File: config.mk
export PLATFORM = sky130hd
export DESIGN_NAME = t00_ssmux
export DESIGN_NICKNAME = d
export VERILOG_FILES = /design/src/rtl/t00_ssmux_pkg.sv /design/src/rtl/t00_ssglyph.sv /design/src/rtl/t00_ssmux.sv
export SDC_FILE = /design/constraint.sdc
export NUM_CORES = 1
export LEC_CHECK = 0
export CORE_ASPECT_RATIO = 1.4
export CORE_MARGIN = 4
export CORE_UTILIZATION = 55
export DETAILED_ROUTE_END_ITERATION = 8
export PLACE_DENSITY = 0.78
export SKIP_LAST_GASP = 1
export SYNTH_ARGS = -nofsm -noshare
export SYNTH_HDL_FRONTEND = slang
export SYNTH_SLANG_ARGS = --single-unit
File: constraint.sdc
create_clock -name clk -period 2.55 [get_ports clk]
set_input_delay 0.255 -clock clk [delete_from_list [all_inputs] [get_ports clk]]
set_output_delay 0.255 -clock clk [all_outputs]
set_load 0.02 [all_outputs]
File: src/rtl/t00_ssmux_pkg.sv
// t00_ssmux_pkg: shared constants for the seven-segment scan driver.
//   GLYPH      - hex 0..F to segment pattern, bit0 = a ... bit6 = g
//   SEG_A..G   - bit positions of the segments within seg
//   SEG_DP     - bit position of the decimal point within seg
//   MAX_DIGITS - largest supported digit count
package t00_ssmux_pkg;

  localparam int unsigned MAX_DIGITS = 8;

  localparam int unsigned SEG_A  = 0;
  localparam int unsigned SEG_B  = 1;
  localparam int unsigned SEG_C  = 2;
  localparam int unsigned SEG_D  = 3;
  localparam int unsigned SEG_E  = 4;
  localparam int unsigned SEG_F  = 5;
  localparam int unsigned SEG_G  = 6;
  localparam int unsigned SEG_DP = 7;

  localparam logic [6:0] GLYPH [16] = '{
    7'h3F, 7'h06, 7'h5B, 7'h4F, 7'h66, 7'h6D, 7'h7D, 7'h07,
    7'h7F, 7'h67, 7'h77, 7'h7C, 7'h39, 7'h5E, 7'h79, 7'h71
  };

endpackage

File: src/rtl/t00_ssglyph.sv
// t00_ssglyph: combinational hex nibble to seven-segment lookup.
// Ports:
//   nib   in  4  hex digit
//   glyph out 7  segment pattern, laid out by the SEG_A..SEG_G indices
import t00_ssmux_pkg::*;

module t00_ssglyph (
  input  logic [3:0] nib,
  output logic [6:0] glyph
);

  logic [6:0] pat;

  // Table entries are stored a..g in bits 0..6; route each bit to its segment index.
  always_comb begin
    pat          = GLYPH[nib];
    glyph        = '0;
    glyph[SEG_A] = pat[0];
    glyph[SEG_B] = pat[1];
    glyph[SEG_C] = pat[2];
    glyph[SEG_D] = pat[3];
    glyph[SEG_E] = pat[4];
    glyph[SEG_F] = pat[5];
    glyph[SEG_G] = pat[6];
  end

endmodule

File: src/rtl/t00_ssmux.sv
// t00_ssmux: time-multiplexed seven-segment display driver.
// Scans NDIGITS digits, PRESCALE clocks per digit slot. Value updates go into a
// shadow register and are committed to the displayed value only at the end of a
// frame, so a frame never mixes old and new digits.
// Build option: define T00_SSMUX_LZB_EN for leading-zero blanking (digits above
// the most significant non-zero nibble show no segments; dp and dig unaffected).
// Ports:
//   clk     in   1          system clock
//   nrst    in   1          asynchronous active-low reset
//   value   in   4*NDIGITS  hex value, nibble i -> digit i
//   dp      in   NDIGITS    decimal point per digit (live, not buffered)
//   load    in   1          strobe capturing value
//   enable  in   1          low blanks seg and dig; scanning continues
//   seg     out  8          segments a..g in bits 0..6, dp in bit 7
//   dig     out  NDIGITS    one-hot digit select
//   pending out  1          shadow holds an uncommitted value
//   frame   out  1          one-cycle pulse after each completed frame
import t00_ssmux_pkg::*;

module t00_ssmux #(
  parameter int unsigned NDIGITS  = 4,
  parameter int unsigned PRESCALE = 1000
) (
  input  logic                 clk,
  input  logic                 nrst,
  input  logic [4*NDIGITS-1:0] value,
  input  logic [NDIGITS-1:0]   dp,
  input  logic                 load,
  input  logic                 enable,
  output logic [7:0]           seg,
  output logic [NDIGITS-1:0]   dig,
  output logic                 pending,
  output logic                 frame
);

  localparam int unsigned CW = $clog2(PRESCALE);
  localparam int unsigned IW = (NDIGITS > 1) ? $clog2(NDIGITS) : 1;
  localparam logic [CW-1:0] CNT_LAST = CW'(PRESCALE - 1);
  localparam logic [IW-1:0] IDX_LAST = IW'(NDIGITS - 1);

  if (NDIGITS < 1 || NDIGITS > MAX_DIGITS || PRESCALE < 2) begin : g_bad_cfg
    $error("t00_ssmux: unsupported NDIGITS/PRESCALE");
  end

  logic [CW-1:0]          cnt_q, cnt_d;
  logic [IW-1:0]          idx_q, idx_d;
  logic [4*NDIGITS-1:0]   shadow_q, shadow_d;
  logic [4*NDIGITS-1:0]   disp_q, disp_d;
  logic                   pending_q, pending_d;
  logic [7:0]             seg_q, seg_d;
  logic [NDIGITS-1:0]     dig_q, dig_d;
  logic                   frame_q;

  logic                   wrap;
  logic                   boundary;
  logic [3:0]             sel_nib;
  logic                   sel_dp;
  logic [NDIGITS-1:0]     onehot;
  logic [6:0]             glyph;
  logic                   blank;

  t00_ssglyph u_glyph (
    .nib   (sel_nib),
    .glyph (glyph)
  );

  // Prescaler and scan index.
  always_comb begin
    wrap     = (cnt_q == CNT_LAST);
    boundary = wrap && (idx_q == IDX_LAST);
    cnt_d    = wrap ? '0 : cnt_q + 1'b1;
    idx_d    = idx_q;
    if (wrap) begin
      idx_d = (idx_q == IDX_LAST) ? '0 : idx_q + 1'b1;
    end
  end

  // Double buffering: a load on the boundary goes straight to disp and wins
  // over any pending shadow value.
  always_comb begin
    shadow_d  = shadow_q;
    disp_d    = disp_q;
    pending_d = pending_q;
    if (boundary) begin
      if (load) begin
        disp_d    = value;
        pending_d = 1'b0;
      end else if (pending_q) begin
        disp_d    = shadow_q;
        pending_d = 1'b0;
      end
    end else if (load) begin
      shadow_d  = value;
      pending_d = 1'b1;
    end
  end

  // Select the nibble, decimal point and digit strobe of the current slot.
  always_comb begin
    sel_nib = '0;
    sel_dp  = 1'b0;
    onehot  = '0;
    for (int unsigned i = 0; i < NDIGITS; i++) begin
      if (idx_q == IW'(i)) begin
        sel_nib   = disp_q[4*i +: 4];
        sel_dp    = dp[i];
        onehot[i] = 1'b1;
      end
    end
  end

`ifdef T00_SSMUX_LZB_EN
  // Blank when this digit and every more significant digit are zero.
  always_comb begin
    logic upper_zero;
    upper_zero = 1'b1;
    for (int unsigned i = 0; i < NDIGITS; i++) begin
      if (IW'(i) >= idx_q && disp_q[4*i +: 4] != 4'h0) begin
        upper_zero = 1'b0;
      end
    end
    blank = upper_zero && (idx_q != '0);
  end
`else
  assign blank = 1'b0;
`endif

  // Output next-state; dig stays dark on cnt==0 so adjacent digits never overlap.
  always_comb begin
    seg_d = '0;
    if (enable) begin
      seg_d[SEG_DP]      = sel_dp;
      seg_d[SEG_G:SEG_A] = blank ? 7'h00 : glyph;
    end
    dig_d = (enable && cnt_q != '0) ? onehot : '0;
  end

  always_ff @(posedge clk or negedge nrst) begin
    if (!nrst) begin
      cnt_q     <= '0;
      idx_q     <= '0;
      shadow_q  <= '0;
      disp_q    <= '0;
      pending_q <= 1'b0;
      seg_q     <= '0;
      dig_q     <= '0;
      frame_q   <= 1'b0;
    end else begin
      cnt_q     <= cnt_d;
      idx_q     <= idx_d;
      shadow_q  <= shadow_d;
      disp_q    <= disp_d;
      pending_q <= pending_d;
      seg_q     <= seg_d;
      dig_q     <= dig_d;
      frame_q   <= boundary;
    end
  end

  assign seg     = seg_q;
  assign dig     = dig_q;
  assign pending = pending_q;
  assign frame   = frame_q;

endmodule

==> PnR_summary.wiki <==
{| class="wikitable"
! Metric !! Value
|-
| Worst Path Max Fanout || 9
|-
| Hold buffer count at cts || 0
|-
| Most frequent standard cell in the layout excluding fill and tap cells || sky130_fd_sc_hd__dfrtp_1
|-
| Final Hold Fails || 0
|-
| Sum of overflow across all layers after global routing || 0
|-
| P_leak || 1.54 nW
|-
| Share of the synthesized area in the top cell type || 50.6%
|-
| Source of the critical timing path || idx_q[0]
|-
| Initial standard-cell utilization of the core || 57.9%
|-
| Vias in the first global route || 2175
|-
| Total global routing track utilization || roughly 18%
|-
| Fraction of layout cells with a size suffix above 1 || 14.7%
|-
| Count of fill cells added during filler insertion || 390
|-
| Die width || a little under 70 um
|-
| Standard cell core area || 0.00495 mm^2
|-
| Die span in y || 93.5 um
|-
| Placement row count || 30
|-
| Final setup viols || 0
|-
| Global-route wire length before repair || 9250 um
|-
| Antenna diode instance count || 0
|-
| Weighted congestion at the end of routability-driven global placement || between 0.9 and 1
|-
| Synthesized area || 0.00287 mm^2
|-
| Startpoint types || flip-flop
|-
| Total vias in the final route || around 2000
|-
| Estimated wirelength of the detail-placed design || between 3000 and 4000 um
|-
| PD cells || 528 mW/mm^2
|-
| Library cell contributing the largest single delay on the critical path || sky130_fd_sc_hd__dfrtp_1
|-
| Crit-path leading delay family || compound AO/OA/AOI/OAI gates
|-
| Post-route ant nets || 0
|-
| Deepest clock path buffer count || 2
|-
| Portion of the post-synthesis area used by sequential elements || between 50% and 60%
|-
| Clock transition at the registers of the reported paths || approximately 0.06 ns
|-
| H-tree levels || 3
|-
| Signal arrival time at the worst endpoint || approximately 2.5 ns
|-
| Wire length on met3 || 243 um
|-
| 1st-iter DRT viols || 109
|-
| Rel. slew slack || 40.4%
|-
| Drc violations || 0
|-
| Setup Skew || 0.00803 ns
|-
| Final net count || around 340
|-
| Max Clock Freq || around 430 MHz
|-
| Tcrit/Tclk final || 90.6%
|-
| DRT Pass-1 Iters || 4
|-
| Top layer used by detailed routing || met4
|-
| Share of flip-flops with an asynchronous set or reset || between 90% and 100%
|-
| Buf+Inv Stages, Crit Path || 2
|-
| Maximum single-stage delay on the critical path || 0.39 ns
|-
| Final Slew Violations || 0
|-
| Cell at the root of the clock tree || sky130_fd_sc_hd__clkbuf_8
|-
| Number of buffers created by CTS || 9
|-
| Post-layout min period || 2.31 ns
|-
| Total wire length after detailed routing || 5270 um
|-
| Slack of the worst reg-to-reg path || 0.24 ns
|-
| Clk sinks || 58
|-
| Final standard cell utilization of the core || 69.9%
|-
| Number of storage elements in the synthesis netlist || 58
|-
| Data required time at the worst endpoint || 2.75 ns
|-
| Cells resized by post-CTS repair || 0
|-
| Number of warnings printed during yosys synthesis || 0
|-
| Number of antenna violations at the first check in global routing || 0
|-
| Mean post-synth cell area || 11.1 um^2
|-
| Worst slack after detailed placement || 0.284 ns
|-
| Launch instance of the worst register-to-register path || idx_q[0]
|-
| Clock insertion delay at the later pin of the skew report || roughly 0.33 ns
|-
| Unrepaired setup endpoints after global routing || false
|-
| Max cap viols || 0
|-
| Post-CTS setup repair buffer count || 0
|-
| Synth-to-Final Area Change || 20.7%
|-
| Number of input and output port buffers inserted || 37
|-
| Type of the worst setup path || reg2reg
|-
| Leading cell types in the layout, fill and taps excluded || 58 x sky130_fd_sc_hd__dfrtp_1, 36 x sky130_fd_sc_hd__clkdlybuf4s50_1, 28 x sky130_fd_sc_hd__nand2_1
|-
| Result of the run || finished, final reports clean
|-
| Area enclosed by the die boundary || between 0.006 and 0.007 mm^2
|-
| Largest net degree at the start of global routing || 41
|-
| Fin Setup TNS || 0 ns
|-
| Kind of end point of the critical path || flip-flop
|-
| Total length of routed met2 wires || 2700 um
|-
| Path class of the lowest-slack min-delay path || in2async
|-
| Average via count per standard cell || 5.49
|-
| Worst Max-Slew Pin Slew || 0.885 ns
|-
| PnR worst setup slack || 0.240 ns
|-
| Cell-by-cell listing of the critical path || inv_1, ha_1, nor2_1, o211ai_1, nand2_1, inv_1, ha_1, o311ai_0, a31oi_1
|-
| Primary flip-flop cell chosen by synthesis mapping || sky130_fd_sc_hd__dfrtp_1
|-
| Detailed-routing wirelength on met1 || around 2200 um
|-
| Cell type with the highest aggregate area in the netlist || sky130_fd_sc_hd__dfrtp_1
|-
| Per-cell routed wire length || 14.2 um
|-
| Post-Syn Instances || 259
|-
| Number of flops mapped to enable cells by yosys || 0
|-
| Number of unique standard cell types used by synthesis || 48
|-
| Post-synth net total || just under 300
|-
| Leading cell types by total area after synthesis || sky130_fd_sc_hd__dfrtp_1 51%, sky130_fd_sc_hd__mux2i_1 5.9%, sky130_fd_sc_hd__mux2_4 5.2%
|-
| TritonCTS clock tree || yes
|-
| Worst ir drop on vdd || 0.465 mV
|-
| Top-Level Pins || 38
|}
## Yosys cell counts, drive strengths merged, types with 2 or more instances
master,count
clkbuf,7
a221oi,2
dfrtp,58
nand2,28
inv,12
o21ai,19
mux2i,17
nand3,6
nand4,2
xor2,4
nor4,3
nand3b,4
o211ai,2
a311o,2
ha,8
mux2,16
xnor2,2
nor2b,4
a311oi,2
buf,4
a21oi,11
nor2,18
o31ai,2
and2,7
nor3b,4
## final cells by class
class	count	area (um^2)	share of cell area, %
Multi-Input combinational cell	178	1290	37.4
Inverter	12	45.0	1.30
Clock buffer	13	159	4.59
Tap cell	64	80.1	2.31
Timing Repair Buffer	46	433	12.5
Sequential cell	58	1450	41.9
## worst paths after layout
check	end	depth (start not counted)
setup reg to reg	seg[3]	9
setup / recovery	seg[3]	9
min in group clk	cnt_q[0]	1
hold / removal	cnt_q[4]	1
hold reg to reg	cnt_q[0]	1
max in group asynchronous	disp_q[11]	2
## cell families (layout without fill, tap and decap cells)
group / after synthesis / after routing / synth area share, %
compound gates: 50 / 50 / 11.5
xor+xnor: 6 / 6 / 1.83
flops: 58 / 58 / 50.6
fa+ha+maj: 8 / 8 / 3.49
buf+inv: 23 / 71 / 4.27
simple gates: 81 / 81 / 14.8
mux: 33 / 33 / 13.5
## layer usage
metal,track usage (%),vias up
met5,0,-
met4,9.93,0
met3,4.84,12
met2,32.4,52
met1,19.4,966
li1,-,1006
## through the flow
step / area (um^2) / power [mW] / cells / hold slack, ns
2_1_floorplan: 2870 / 1.07 / 259 / -0.0406
4_1_cts: 3460 / 1.85 / 371 / 0.0685
3_3_place_gp: 3300 / 1.14 / 358 / 0.419
5_1_grt: 3460 / 1.91 / 371 / 0.119
3_5_place_dp: 3300 / 1.15 / 358 / 0.428
6_report: 3460 / 1.83 / 371 / 0.0385
## registers in the layout (all words and copies together) (netlist names)
signal / flops
frame: 1
pending: 1
disp_q: 16
idx_q: 2
seg: 8
dig: 4
cnt_q: 10
shadow_q: 16
## power by group
group	internal, mW	switching (mW)
logic	0.0947	0.0676
clock network	0.390	0.310
registers	0.953	0.0143
No activity file was read; power rests on OpenSTA's default activity.
